**src/rtl/half_adder_core.sv**
```systemverilog
// half_adder_core: bit-parallel half adder.
// Provides a combinational sum/carry per lane, a registered copy of the
// last accepted sample with a one-cycle valid strobe, and a saturating
// count of accepted samples that produced at least one carry bit.
module half_adder_core #(
  parameter int WIDTH = 1,
  parameter int CNT_W = 16
) (
  input  logic             clk,
  input  logic             rst_n,
  input  logic [WIDTH-1:0] a,
  input  logic [WIDTH-1:0] b,
  input  logic             in_valid,
  input  logic             clr,
  output logic [WIDTH-1:0] sum,
  output logic [WIDTH-1:0] carry,
  output logic [WIDTH-1:0] sum_q,
  output logic [WIDTH-1:0] carry_q,
  output logic             out_valid,
  output logic [CNT_W-1:0] carry_cnt
);

  localparam logic [CNT_W-1:0] CntOne = {{(CNT_W-1){1'b0}}, 1'b1};
  localparam logic [CNT_W-1:0] CntMax = {CNT_W{1'b1}};

  logic [WIDTH-1:0] sum_d;
  logic [WIDTH-1:0] carry_d;
  logic             out_valid_d;
  logic [CNT_W-1:0] carry_cnt_d;

  // Lanes are independent: no carry ripples between bit positions, and this
  // path ignores clock, reset and the qualifiers entirely.
  assign sum   = a ^ b;
  assign carry = a & b;

  // Next-state: capture on in_valid, otherwise hold the result and drop the
  // strobe; clear wins over a same-cycle increment, and the counter sticks
  // at all-ones rather than wrapping.
  always_comb begin
    sum_d       = sum_q;
    carry_d     = carry_q;
    out_valid_d = in_valid;
    carry_cnt_d = carry_cnt;
    if (in_valid) begin
      sum_d   = sum;
      carry_d = carry;
    end
    if (clr) begin
      carry_cnt_d = '0;
    end else if (in_valid && (|carry) && (carry_cnt != CntMax)) begin
      carry_cnt_d = carry_cnt + CntOne;
    end
  end

  // State register; reset discards any in-flight sample immediately.
  always_ff @(posedge clk or negedge rst_n) begin
    if (!rst_n) begin
      sum_q     <= '0;
      carry_q   <= '0;
      out_valid <= 1'b0;
      carry_cnt <= '0;
    end else begin
      sum_q     <= sum_d;
      carry_q   <= carry_d;
      out_valid <= out_valid_d;
      carry_cnt <= carry_cnt_d;
    end
  end

endmodule

```
**config.mk**
```make
export PLATFORM = sky130hd
export DESIGN_NAME = half_adder_core
export DESIGN_NICKNAME = d
export VERILOG_FILES = /design/src/rtl/half_adder_core.sv
export SDC_FILE = /design/constraint.sdc
export NUM_CORES = 1
export LEC_CHECK = 0
export ABC_AREA = 1
export CAP_MARGIN = 20
export CORE_MARGIN = 2
export CORE_UTILIZATION = 44
export DETAILED_ROUTE_END_ITERATION = 8
export GPL_ROUTABILITY_DRIVEN = 0
export MAX_ROUTING_LAYER = met4
export PLACE_DENSITY = 0.77
export SYNTH_ARGS = -nofsm -noshare
export SYNTH_HDL_FRONTEND = slang
export SYNTH_SLANG_ARGS = --single-unit
```
**constraint.sdc**
```tcl
create_clock -name clk -period 1.5 [get_ports clk]
set_input_delay 0.225 -clock clk [delete_from_list [all_inputs] [get_ports clk]]
set_output_delay 0.225 -clock clk [all_outputs]
set_load 0.05 [all_outputs]
```
==> impl_metrics.toml, run 1 <==
[outcome]
status = "finished, violations left"
violations = "setup timing"

[floorplanning]
core_area_sq_mm = 0.00245
die_w_um = 54.5
die-area_sq_mm = 0.00297
fp.dieH_um = 54.5
rows = 18
ios = 27
initial_core_util = 0.457

[min_path]
hp-class = "in2async"

[route]
drc = 0
viasPerCell = 5.30
drtIter0Drc = 53
vias = 1256
ant_nets = 0
drt_pre_antenna_iters = 4
drt-wirelength-per-cell_um = 13.9
wirelength_um = 3300

[clock_network]
cts.clk_slew.worst_paths_ps = 120
cts_tree = "done"
cts-buffers-inserted = 3
htreeDepth = 1
cts_root_buf = "clkbuf_4"
cts_sinks = 19
cts_buffer_depth = 2
clkLatencyLatePin_ps = 310

[setup_path]
path_class = "reg2reg"
crit_required_ps = 1710
critPathLaunchType = "flop"
path_common_cell = "nor2_4"
arrival_ps = 1790
cp_max_fo = 5
slowest_stage = "dfrtp_2"
cpPeakStageDelay_ps = 420
cp_num_buf_inv = 1
critical_path.startpoint = "carry_cnt[0]$_DFFE_PN0P_"
critPathTopFamily = "simple AND/OR/NAND/NOR gates"
rrSetupSlack_ps = -80
endpoint_kind = "flop"
path_cells = "ha_4 > nand2_4 > nor2_4 > nand2_2 > nor2_4 > o21ai_4 > buf_4 > nand3_1 > nand2_1"
timing.rr.start = "carry_cnt[0]$_DFFE_PN0P_"

[job]
drv_cap = 0

[sta]
worstMarginPinSlew_ps = 262
slew_headroom = 0.825
period_minus_slack_ps = 1580
fin_crit_sh = 1.05
skew_ps = 8.65
slew_violations = 0
setup_violations = 14
fin_ws_ps = -76.3
rsz0062_at_grt = "true"
finalHoldViolCount = 0
max_freq_mhz = 634

[logic_synthesis]
syn_area_sq_mm = 0.00112
syn_avg_cell_area_sq_um = 7.28
synth.distinct_cells = 22
syn_nets = 162
syn_inst = 154
yosysSeqAreaShare = 0.424
synth-seq-cells = 19
ys_warn_count = 0

[power_and_ir_drop]
leakage_nw = 0.861
ir_worst_vdd_mv = 0.625
finalPower_mw = 0.985
pwr_density_cell_mw_per_mm2 = 527

[final_layout]
drive_above_1_share = 0.386
post-route-util = 0.761
design_area_sq_mm = 0.00187
final_cells = 237
diodes = 0
syn2layout_area_growth_pct = 66.6
fin_nets = 216
fillers = 157

[global_route]
grt_pass1_vias = 1191
gr-total-overflow = 0
grt_max_degree = 20
antenna_found_initial = 0
grt_usage = 0.241
grt_pass1_wl_um = 5010

[placement]
dpl-instance-area_sq_mm = 0.00179
hpwl_um = 2300
dp_cells = 230
pre_cts_ws_ps = -212
numPortBuffers = 26
[placed cells by master, fill, tap and decap left out]
master / count
o21ai_4: 1
a21oi_1: 2
clkbuf_4: 3
o21ai_1: 3
nor2_2: 2
inv_1: 12
nand2_1: 53
or2_4: 1
xor2_1: 4
nand4_1: 8
mux2_2: 1
buf_4: 27
ha_4: 1
o21ai_0: 4
ha_1: 1
or2_2: 1
dfrtp_2: 14
dfrtp_1: 5
nor2_1: 15
buf_6: 2
nor2_4: 3
nand3_1: 13
clkinv_2: 1
nand2_4: 1
clkinv_4: 1
nand2_2: 2
clkdlybuf4s50_1: 5
nor3_1: 2
buf_12: 18
nand3_2: 1
[synthesized netlist by cell type (all sizes together)]
library cell	n	area, sq um
nand2	56	213
nor2	20	87.6
dfrtp	19	475
nand3	14	70.1
inv	12	45.0
nand4	8	50.1
o21ai	8	51.3
xor2	4	35.0
buf	3	20.0
a21oi	2	10.0
ha	2	25.0
nor3	2	10.0
or2	2	12.5
clkinv	1	5.00
mux2	1	11.3
[logic make-up after synthesis]
kind of cell	share of synthesized area
muxes	0.0100
DFF	0.424
xor gates and xnor gates	0.0312
and+or+nand+nor	0.395
AOI/OAI and AO/OA	0.0547
adders and majority gates	0.0223
buffers and inverters	0.0625
[report_power, final]
| part | total [mW] | switching, mW | internal, mW | leakage (nW) |
|---|---|---|---|---|
| logic | 0.187 | 0.110 | 0.0773 | 0.607 |
| registers | 0.528 | 0.00620 | 0.521 | 0.236 |
| clock network | 0.270 | 0.171 | 0.0995 | 0.0177 |
| total | 0.985 | 0.287 | 0.698 | 0.861 |
[sequential cells by signal, indices dropped and copies added (netlist names)]
name	cells
carry_cnt	16
carry_q	1
out_valid	1
sum_q	1
[what timing repair did]
item / 4_1_cts / 5_1_grt
endpoints found under the hold margin: 0 / 0
setup buffers: 0 / 3
hold buffers: 0 / 0
setup endpoints to repair: 10 / 15
gates resized for setup: 1 / 9
pin swaps: 0 / 3
[cell type report]
cell class	instances	area, sq um	area share
multi-input combinational	119	621	0.332
sequential	19	493	0.264
tap	30	37.5	0.0201
clock inverter	1	5.00	0.00268
clock buffer	3	22.5	0.0121
timing repair buffer	52	636	0.340
inverter	13	53.8	0.0288
[worst paths after layout]
path	endpoint	depth (start not counted)
min	out_valid$_DFF_PN0_	2
min reg2reg	sum_q$_DFFE_PN0P_	1
max	carry_cnt[7]$_DFFE_PN0P_	9
min in group clk	out_valid$_DFF_PN0_	2
max reg2reg	carry_cnt[7]$_DFFE_PN0P_	9
max in group asynchronous	carry_cnt[14]$_DFFE_PN0P_	2
[metal layers]
metal  track usage  wire, um
met2         0.384      1680
met1         0.290      1290
met3        0.0601       232
met4         0.104       102
met5             -         0
[stage by stage]
step / TNS, ps / hold slack [ps]
2_1_floorplan: -1620 / -70.6
3_3_place_gp: -889 / 497
3_5_place_dp: -2880 / 513
4_1_cts: 0 / 247
5_1_grt: -1660 / 276
6_report: -542 / 242
No activity file was read; power rests on OpenSTA's default activity.
==> inputs of run 2 (changes only) <==
CORE_UTILIZATION = 46   (was 44)
CTS_BUF_LIST = sky130_fd_sc_hd__clkbuf_4   (was default)
PLACE_DENSITY = 0.8   (was 0.77)
REMOVE_ABC_BUFFERS = 1   (was default)
==> run 2 against run 1 <==
  * The flow still finishes with violations (setup timing)
  * Worst hold slack worse by 15 ps
  * Wire length is 22% higher
  * Register-to-register slack worse by 40 ps
  * Sequential power hardly changed
  * Clock skew is 3.2 ps higher
  * Flip-flop and latch count stayed put
  * Via count is 11% higher
  * Critical endpoint is now carry_cnt[8]$_DFFE_PN0P_
  * Clock power is 5% higher
==> impl_metrics.toml, run 2 (synthesis gave the netlist of run 1 again) <==
[route]
drt-wirelength-per-cell_um = 16.9
vias = 1397
drtIter0Drc = 93
viasPerCell = 5.89
wirelength_um = 4020
drc = 0
drt_pre_antenna_iters = 5
ant_nets = 0

[outcome]
violations = "setup timing"
status = "finished, violations left"

[final_layout]
final_common_cell = "nand2_1"
most-common-layout-cells = "nand2_1, buf_4, buf_12, dfrtp_1, nor2_1"
final_cells = 237
fin_nets = 218
largest_register = "carry_cnt"
syn2layout_area_growth_pct = 68.5
largest_reg_flops = 16
drive_above_1_share = 0.364
diodes = 0

[floorplanning]
die-area_sq_mm = 0.00285
die_w_um = 53.4
core_area_sq_mm = 0.00225
initial_core_util = 0.497
ios = 27
fp.dieH_um = 53.4
rows = 17

[clock_network]
cts_root_buf = "clkbuf_4"
cts_buffer_depth = 2
clkLatencyLatePin_ps = 320
cts-buffers-inserted = 3
cts.clk_slew.worst_paths_ps = 130
cts_sinks = 19
htreeDepth = 1
cts_tree = "done"

[sta]
worstMarginPinSlew_ps = 292
skew_ps = 11.8
finalHoldViolCount = 0
slew_violations = 0
period_minus_slack_ps = 1620
max_freq_mhz = 618
rsz0062_at_grt = "true"
fin_crit_sh = 1.08
setup_violations = 16
fin_ws_ps = -117
slew_headroom = 0.805

[setup_path]
endpoint_kind = "flop"
reg2reg_to = "carry_cnt[8]$_DFFE_PN0P_"
path_class = "reg2reg"
endpoint = "carry_cnt[8]$_DFFE_PN0P_"
cp_max_fo = 6
r2r_cells = 8
critical_path.startpoint = "carry_cnt[8]$_DFFE_PN0P_"
arrival_ps = 1840
rrSetupSlack_ps = -120
crit_required_ps = 1720
critPathLaunchType = "flop"
timing.rr.start = "carry_cnt[8]$_DFFE_PN0P_"

[placement]
numPortBuffers = 26
pre_cts_ws_ps = -180
dp_cells = 230
hpwl_um = 2610

[min_path]
hp-class = "in2async"

[global_route]
grt_max_degree = 20
antenna_found_initial = 0
grt_pass1_vias = 1401
grt_pass1_wl_um = 6130
grt_usage = 0.312
gr-total-overflow = 0

[power_and_ir_drop]
p_int_mw = 0.698
swShare = 0.303
p_seq_frac = 0.525
switchingPower_mw = 0.304
ir_worst_vdd_mv = 0.693
pwr-share-clk = 0.283
leakage_nw = 0.895
comb_power_share = 0.192
pwr_density_cell_mw_per_mm2 = 530

[job]
drv_cap = 0
==> run 2: changes by cell type in the layout (fill, tap and decap cells not counted), moves of 5 or more <==
cell | before | now
nand3_2 | 1 | 6
dfrtp_2 | 14 | 2
nand3_1 | 13 | 8
dfrtp_1 | 5 | 17
==> run 2: how the worst min path moves through the flow <==
stage / slack (ps) / to / depth (start not counted) / start
after floorplan: -70 / carry_cnt[0]$_DFFE_PN0P_ / 0 / rst_n
after global placement: 500 / sum_q$_DFFE_PN0P_ / 1 / sum_q$_DFFE_PN0P_
after detailed placement: 510 / sum_q$_DFFE_PN0P_ / 1 / sum_q$_DFFE_PN0P_
after CTS: 260 / carry_cnt[2]$_DFFE_PN0P_ / 2 / rst_n
after global routing: 240 / carry_cnt[2]$_DFFE_PN0P_ / 2 / rst_n
final: 230 / carry_cnt[2]$_DFFE_PN0P_ / 2 / rst_n
==> run 2: per-stage QoR <==
| stage | power (mW) | setup TNS, ps | hold WS (ps) | util | area [sq um] |
|---|---|---|---|---|---|
| 5_1_grt | 1.04 | -2080 | 237 | 0.838 | 1890 |
| 4_1_cts | 0.979 | 0 | 258 | 0.808 | 1820 |
| 3_5_place_dp | 0.718 | -2390 | 506 | 0.779 | 1760 |
| 3_3_place_gp | 0.713 | -1380 | 499 | 0.779 | 1760 |
| 2_1_floorplan | 0.619 | -5230 | -70.6 | - | 1100 |
| 6_report | 1.00 | -1110 | 227 | 0.838 | 1890 |
==> run 2: timing repair <==
action | CTS | global route
endpoints found under the setup margin | 15 | 16
pin swaps | 3 | 9
gates resized for setup | 8 | 14
endpoints found under the hold margin | 0 | 0
hold buffers | 0 | 0
setup buffers | 2 | 1
==> run 2: per-layer routing <==
layer | up-vias | GRT usage | routed length [um]
li1 | 610 | - | -
met1 | 648 | 0.334 | 1370
met2 | 110 | 0.521 | 2000
met3 | 29 | 0.0452 | 398
met4 | 0 | 0.231 | 249
met5 | - | - | 0
==> run 2: cell type report <==
type | instances | area (sq um)
Clock buffer | 3 | 22.5
Clock inverter | 1 | 5.00
Fill cell | 125 | 365
Inverter | 13 | 53.8
Multi-Input combinational cell | 119 | 641
Sequential cell | 19 | 478
Tap cell | 28 | 35.0
Timing Repair Buffer | 54 | 654
==> run 2: power by group through the flow <==
| stage | clock network (mW) | logic (mW) | registers (mW) |
|---|---|---|---|
| after floorplan | 0 | 0.0489 | 0.570 |
| after global placement | 0 | 0.177 | 0.536 |
| after detailed placement | 0 | 0.181 | 0.536 |
| after CTS | 0.267 | 0.185 | 0.527 |
| after global routing | 0.307 | 0.201 | 0.528 |
| final | 0.283 | 0.192 | 0.527 |
==> run 2: critical path: stages (launching register included) <==
cell and delay [ps]:
dfrtp_2 440, nand2_1 110, nor2_1 220, nand2_1 160, nor2_4 190, nor2_4 60, buf_6 140, nand4_1 100
nand2_1 80
==> variant 1 (config.mk and constraints of run 1) <==
Reset style: synchronous (`rst_n`), changed in one clocked block.
--- a/src/rtl/half_adder_core.sv
+++ b/src/rtl/half_adder_core.sv
@@ -54,5 +54,5 @@
 
   // State register; reset discards any in-flight sample immediately.
-  always_ff @(posedge clk or negedge rst_n) begin
+  always_ff @(posedge clk) begin
     if (!rst_n) begin
       sum_q     <= '0;
Check against the original RTL: differs if rst_n is asserted again (counterexample within 4 cycles, from zero or initial values and one cycle with rst_n low); with rst_n held inactive, the same outputs for 10 cycles.
==> variant 1 against run 1 <==
Power down 8.4%; design area down 17%; synthesized area down 2.3%; worst setup slack better by 160 ps; non-clock buffer count down 22; wire length down 21%; sequential cell count unchanged; via count down 7.4%; sequential share of layout area down 0.52 points; critical path type unchanged; critical endpoint is now carry_cnt[9].
==> variant 1: results (changes against run 1) <==
worst_setup_path:
  reg2reg_setup_slack_ps: 80  # was -80 ps
  crit_arrival_ps: 1620  # was 1790 ps
  worstReg2RegEnd: "carry_cnt[9]"  # was carry_cnt[7]
  r2r-start: "carry_cnt[0]"  # unchanged
  max_stage_delay_ps: 380  # was 420 ps
  crit_slowest_cell: "dfxtp_4"  # was dfrtp_2
final_layout:
  nets: 214  # was 216
detailed_routing:
  dr.pass1.iters: 5  # was 4
  initialDrtViolationCount: 29  # was 53
  vias: 1163  # was 1256
worst_hold_path:
  hp-class: "reg -> reg"  # was in -> async
global_route:
  grtUsageTotal: 0.212  # was 0.241
  grt_pass1_vias: 1061  # was 1191
clocking:
  clk_pin_slew_ps: 100  # was 120 ps
  post_cts_resized: 0  # was 1
power_and_ir_drop:
  p_leak_nw: 0.648  # was 0.861 nW
  ir_worst_vdd_mv: 0.455  # was 0.625 mV
synth:
  synth.area.top_cells: "dfxtp_1 35%, nand2_1 17%, nor2_1 15%"  # was dfrtp_1 42%, nand2_1 18%, nand3_1 6.3%
  synth_cells: 172  # was 154
  ys_top_cells_by_count: "49 x nand2_1, 44 x nor2_1, 19 x dfxtp_1"  # was 55 x nand2_1, 19 x dfrtp_1, 17 x nor2_1
  netlist.area_leader.share: 0.347  # was 0.424
timing:
  fin_worst_skew_ps: 5.20  # was 8.65 ps
  max_freq_mhz: 707  # was 634 MHz
placed_design:
  dpl.cell_count: 231  # was 230
status:
  run_status: "finished, final reports clean"  # was finished with violations
[variant 1: changes by cell type after synthesis, sizes merged, moves of 2 or more]
cell   change
nand4      -6
o21ai      -5
dfrtp     -19
nor2      +35
a21oi      +4
inv        +5
buf        -2
nand3      -5
or2        -2
xor2       -4
dfxtp     +19
[variant 1: per-layer routing]
layer | track usage | part of all wire
met3 | 0.0444 | 0.065
met2 | 0.352 | 0.51
met5 | - | 0
met1 | 0.241 | 0.40
met4 | 0.107 | 0.025
[variant 1: layout make-up]
| cell class | count | area, sq um |
|---|---|---|
| Multi-Input combinational cell | 134 | 649 |
| Sequential cell | 19 | 399 |
| Inverter | 18 | 67.6 |
| Fill cell | 215 | 867 |
| Clock buffer | 4 | 26.3 |
| Timing Repair Buffer | 30 | 363 |
| Tap cell | 30 | 37.5 |
[variant 1: cell families (layout without fill, tap and decap cells)]
family	count (synthesis)	in the layout	share of synthesized area
compound gates	9	9	0.0411
fa+ha+maj	2	2	0.0229
flops	19	19	0.347
simple gates	123	123	0.520
buf+inv	19	52	0.0686
[variant 1: worst max-delay path, delay by kind of cell, from the launching register on]
kind	cells	cell delay [ps]
compound gates	1	210
fa+ha+maj	1	160
buf+inv	1	60
flops	1	380
simple gates	3	490
[variant 1: worst max path at each step]
stage / start / endpoint
3_5_place_dp: a / carry_cnt[10]
4_1_cts: a / carry_cnt[10]
5_1_grt: a / carry_cnt[9]
6_report: carry_cnt[0] / carry_cnt[9]
3_3_place_gp: a / carry_cnt[10]
2_1_floorplan: carry_cnt[12] / carry_cnt[13]
[variant 1: report_power, final]
group / leakage, nW / internal (W) / switching [W]
sequential: 0.161 / 0.000508 / 0.00000332
combinational: 0.472 / 0.0000535 / 0.0000705
clock: 0.0150 / 0.000104 / 0.000163
total: 0.648 / 0.000666 / 0.000237
[variant 1: per-stage QoR]
| stage | area (sq um) | total power, W | setup TNS [ps] | hold WS, ps |
|---|---|---|---|---|
| 2_1_floorplan | 1110 | 0.000594 | 0 | 318 |
| 3_3_place_gp | 1510 | 0.000646 | -1510 | 457 |
| 3_5_place_dp | 1510 | 0.000650 | -2280 | 458 |
| 4_1_cts | 1530 | 0.000922 | 0 | 479 |
| 5_1_grt | 1540 | 0.000949 | -1.70 | 507 |
| 6_report | 1540 | 0.000902 | 0 | 472 |
==> variant 2 (config.mk and constraints of run 1) <==
Without the edit above. Set the parameter `CNT_W` to 12 (it was 16).
--- a/src/rtl/half_adder_core.sv
+++ b/src/rtl/half_adder_core.sv
@@ -5,5 +5,5 @@
 module half_adder_core #(
   parameter int WIDTH = 1,
-  parameter int CNT_W = 16
+  parameter int CNT_W = 12
 ) (
   input  logic             clk,
Interface: changed (resized carry_cnt); port bits go from 27 to 23. No check against the original RTL was run, so the function may have changed too.
==> variant 2 against run 1 <==
Synthesized cell count shrank 24%; worst setup slack better by 170 ps; design area down 26%; sequential cell count down 4; critical endpoint is now carry_cnt[6]; critical path type unchanged; wire length decreased by 31%; power fell by 15%; non-clock buffer count decreased by 17; synthesized area decreased by 24%.
==> variant 2: results (changes against run 1) <==
status:
  run_status: "finished, final reports clean"  # was finished with violations
final_layout:
  largest_register_ffs: 12  # was 16
  num_antenna_cells: 0  # unchanged
  nets: 166  # was 216
  fillers: 137  # was 157
  final_layout_size_suffix_gt1_frac: 0.312  # was 0.386
  seq_area_sq_um: 379  # was 493 sq um
  regMostFlops: "carry_cnt"  # unchanged
placed_design:
  port-buffer-count: 22  # was 26
  dpl_cell_area_sq_um: 1340  # was 1790 sq um
  dp_hpwl_um: 1690  # was 2300 um
global_route:
  grt_pass1_vias: 870  # was 1191
  gr-usage-met2: 0.381  # was 0.384
  antenna_found_initial: 0  # unchanged
  grtUsageMet3: 0.0264  # was 0.0601
  grtUsageTotal: 0.235  # was 0.241
  global_route.usage.met1: 0.284  # was 0.290
  grt_pass1_wl_um: 3570  # was 5010 um
  grt_max_degree: 16  # was 20
synth:
  ys.flop_type: "dfrtp_1"  # unchanged
  synth.area.top_cells: "dfrtp_1 44%, nand2_1 17%, nand3_1 7.6%"  # was dfrtp_1 42%, nand2_1 18%, nand3_1 6.3%
  synth_fa_ha_area_frac: 0.0294  # was 0.0223
  synthArstFlopShare: 1.00  # unchanged
  synthesis.nets: 125  # was 162
  muxShareOfSynthArea: 0.0132  # was 0.0100
  synth_warnings: 0  # unchanged
  synth_compound_area_frac: 0.0471  # was 0.0547
  ys_top_cells_by_count: "38 x nand2_1, 16 x nor2_1, 15 x dfrtp_1"  # was 55 x nand2_1, 19 x dfrtp_1, 17 x nor2_1
  synth_cell_types: 17  # was 22
  synthXorXnorAreaFrac: 0.0206  # was 0.0313
  ys_seq_area_frac: 0.441  # was 0.424
clocking:
  cts.path.max_buffers: 2  # unchanged
  numCtsBuffers: 3  # unchanged
  clk_pin_slew_ps: 110
  cts-root-buf: "clkbuf_4"  # unchanged
  htreeDepth: 1  # unchanged
  clock_latency_ps: 300
  cts_setup_buffers: 0  # unchanged
timing:
  fin_worst_skew_ps: 15.2  # was 8.65 ps
  max_slew.worst_pin.slew_ps: 256  # was 262 ps
  whs_ps: 226  # was 242 ps
worst_setup_path:
  worstReg2RegEnd: "carry_cnt[6]"  # was carry_cnt[7]
  crit_slowest_cell: "dfrtp_2"  # unchanged
  crit_arrival_ps: 1650  # was 1790 ps
  cpLargestDelayFamily: "simple AND/OR/NAND/NOR gates"  # unchanged
  r2r_cells: 9  # unchanged
  cp_max_fo: 8  # was 5
  max_stage_delay_ps: 380  # was 420 ps
  reg2reg_setup_slack_ps: 90  # was -80 ps
  r2r-start: "carry_cnt[0]"  # unchanged
worst_hold_path:
  hp-class: "in -> async"  # unchanged
power_and_ir_drop:
  p_leak_nw: 0.658  # was 0.861 nW
  internal-power_w: 0.000581  # was 0.000698 W
  ir_worst_vdd_mv: 0.632  # was 0.625 mV
detailed_routing:
  dr.pass1.iters: 5  # was 4
  vias: 911  # was 1256
  initialDrtViolationCount: 19  # was 53
  wl_per_cell_um: 12.4  # was 13.9 um
[variant 2: metrics by stage]
stage	setup TNS [ps]	setup WS (ps)	total power [W]	instances
finish	0	93.3	0.000836	182
global route	-44.5	-20.2	0.000864	182
CTS	0	43.0	0.000829	181
detailed placement	-232	-30.9	0.000595	177
global placement	-15.4	-11.2	0.000593	177
floorplan	0	2.71	0.000507	117
[variant 2: worst max path at each step]
stage                      start       endpoint  slack (ps)
floorplan           carry_cnt[6]   carry_cnt[9]           3
global placement               a  carry_cnt[10]         -10
detailed placement             a  carry_cnt[10]         -30
CTS                 carry_cnt[0]   carry_cnt[3]          40
global route        carry_cnt[0]   carry_cnt[3]         -20
finish              carry_cnt[0]   carry_cnt[6]          90
[variant 2: cell families after synthesis]
family	Yosys count
buf+inv	13
compound gates	8
flops	15
xor+xnor	2
fa+ha+maj	2
mux	1
simple gates	76
[variant 2: what timing repair did]
action,in CTS,in global routing
endpoints found under the setup margin,0,12
hold buffers,0,0
resized for setup,0,6
endpoints found under the hold margin,0,0
[variant 2: layout make-up]
cell class                 instances  share of cell area
inverter                          13              0.0406
clock buffer                       3              0.0162
timing repair buffer              35               0.325
tap                               25              0.0225
multi-input combinational         90               0.319
sequential                        15               0.273
clock inverter                     1             0.00361
[variant 2: routing by layer]
| layer | share of wire | routed length [um] |
|---|---|---|
| met5 | 0 | 0 |
| met4 | 0.016 | 36 |
| met3 | 0.061 | 137 |
| met2 | 0.51 | 1160 |
| met1 | 0.41 | 923 |
[variant 2: power groups by stage]
stage | logic [W] | clock network (W) | registers, W
floorplan | 0.0000464 | 0 | 0.000461
finish | 0.000172 | 0.000245 | 0.000419
CTS | 0.000169 | 0.000241 | 0.000419
global placement | 0.000166 | 0 | 0.000426
detailed placement | 0.000169 | 0 | 0.000427
global route | 0.000184 | 0.000260 | 0.000420
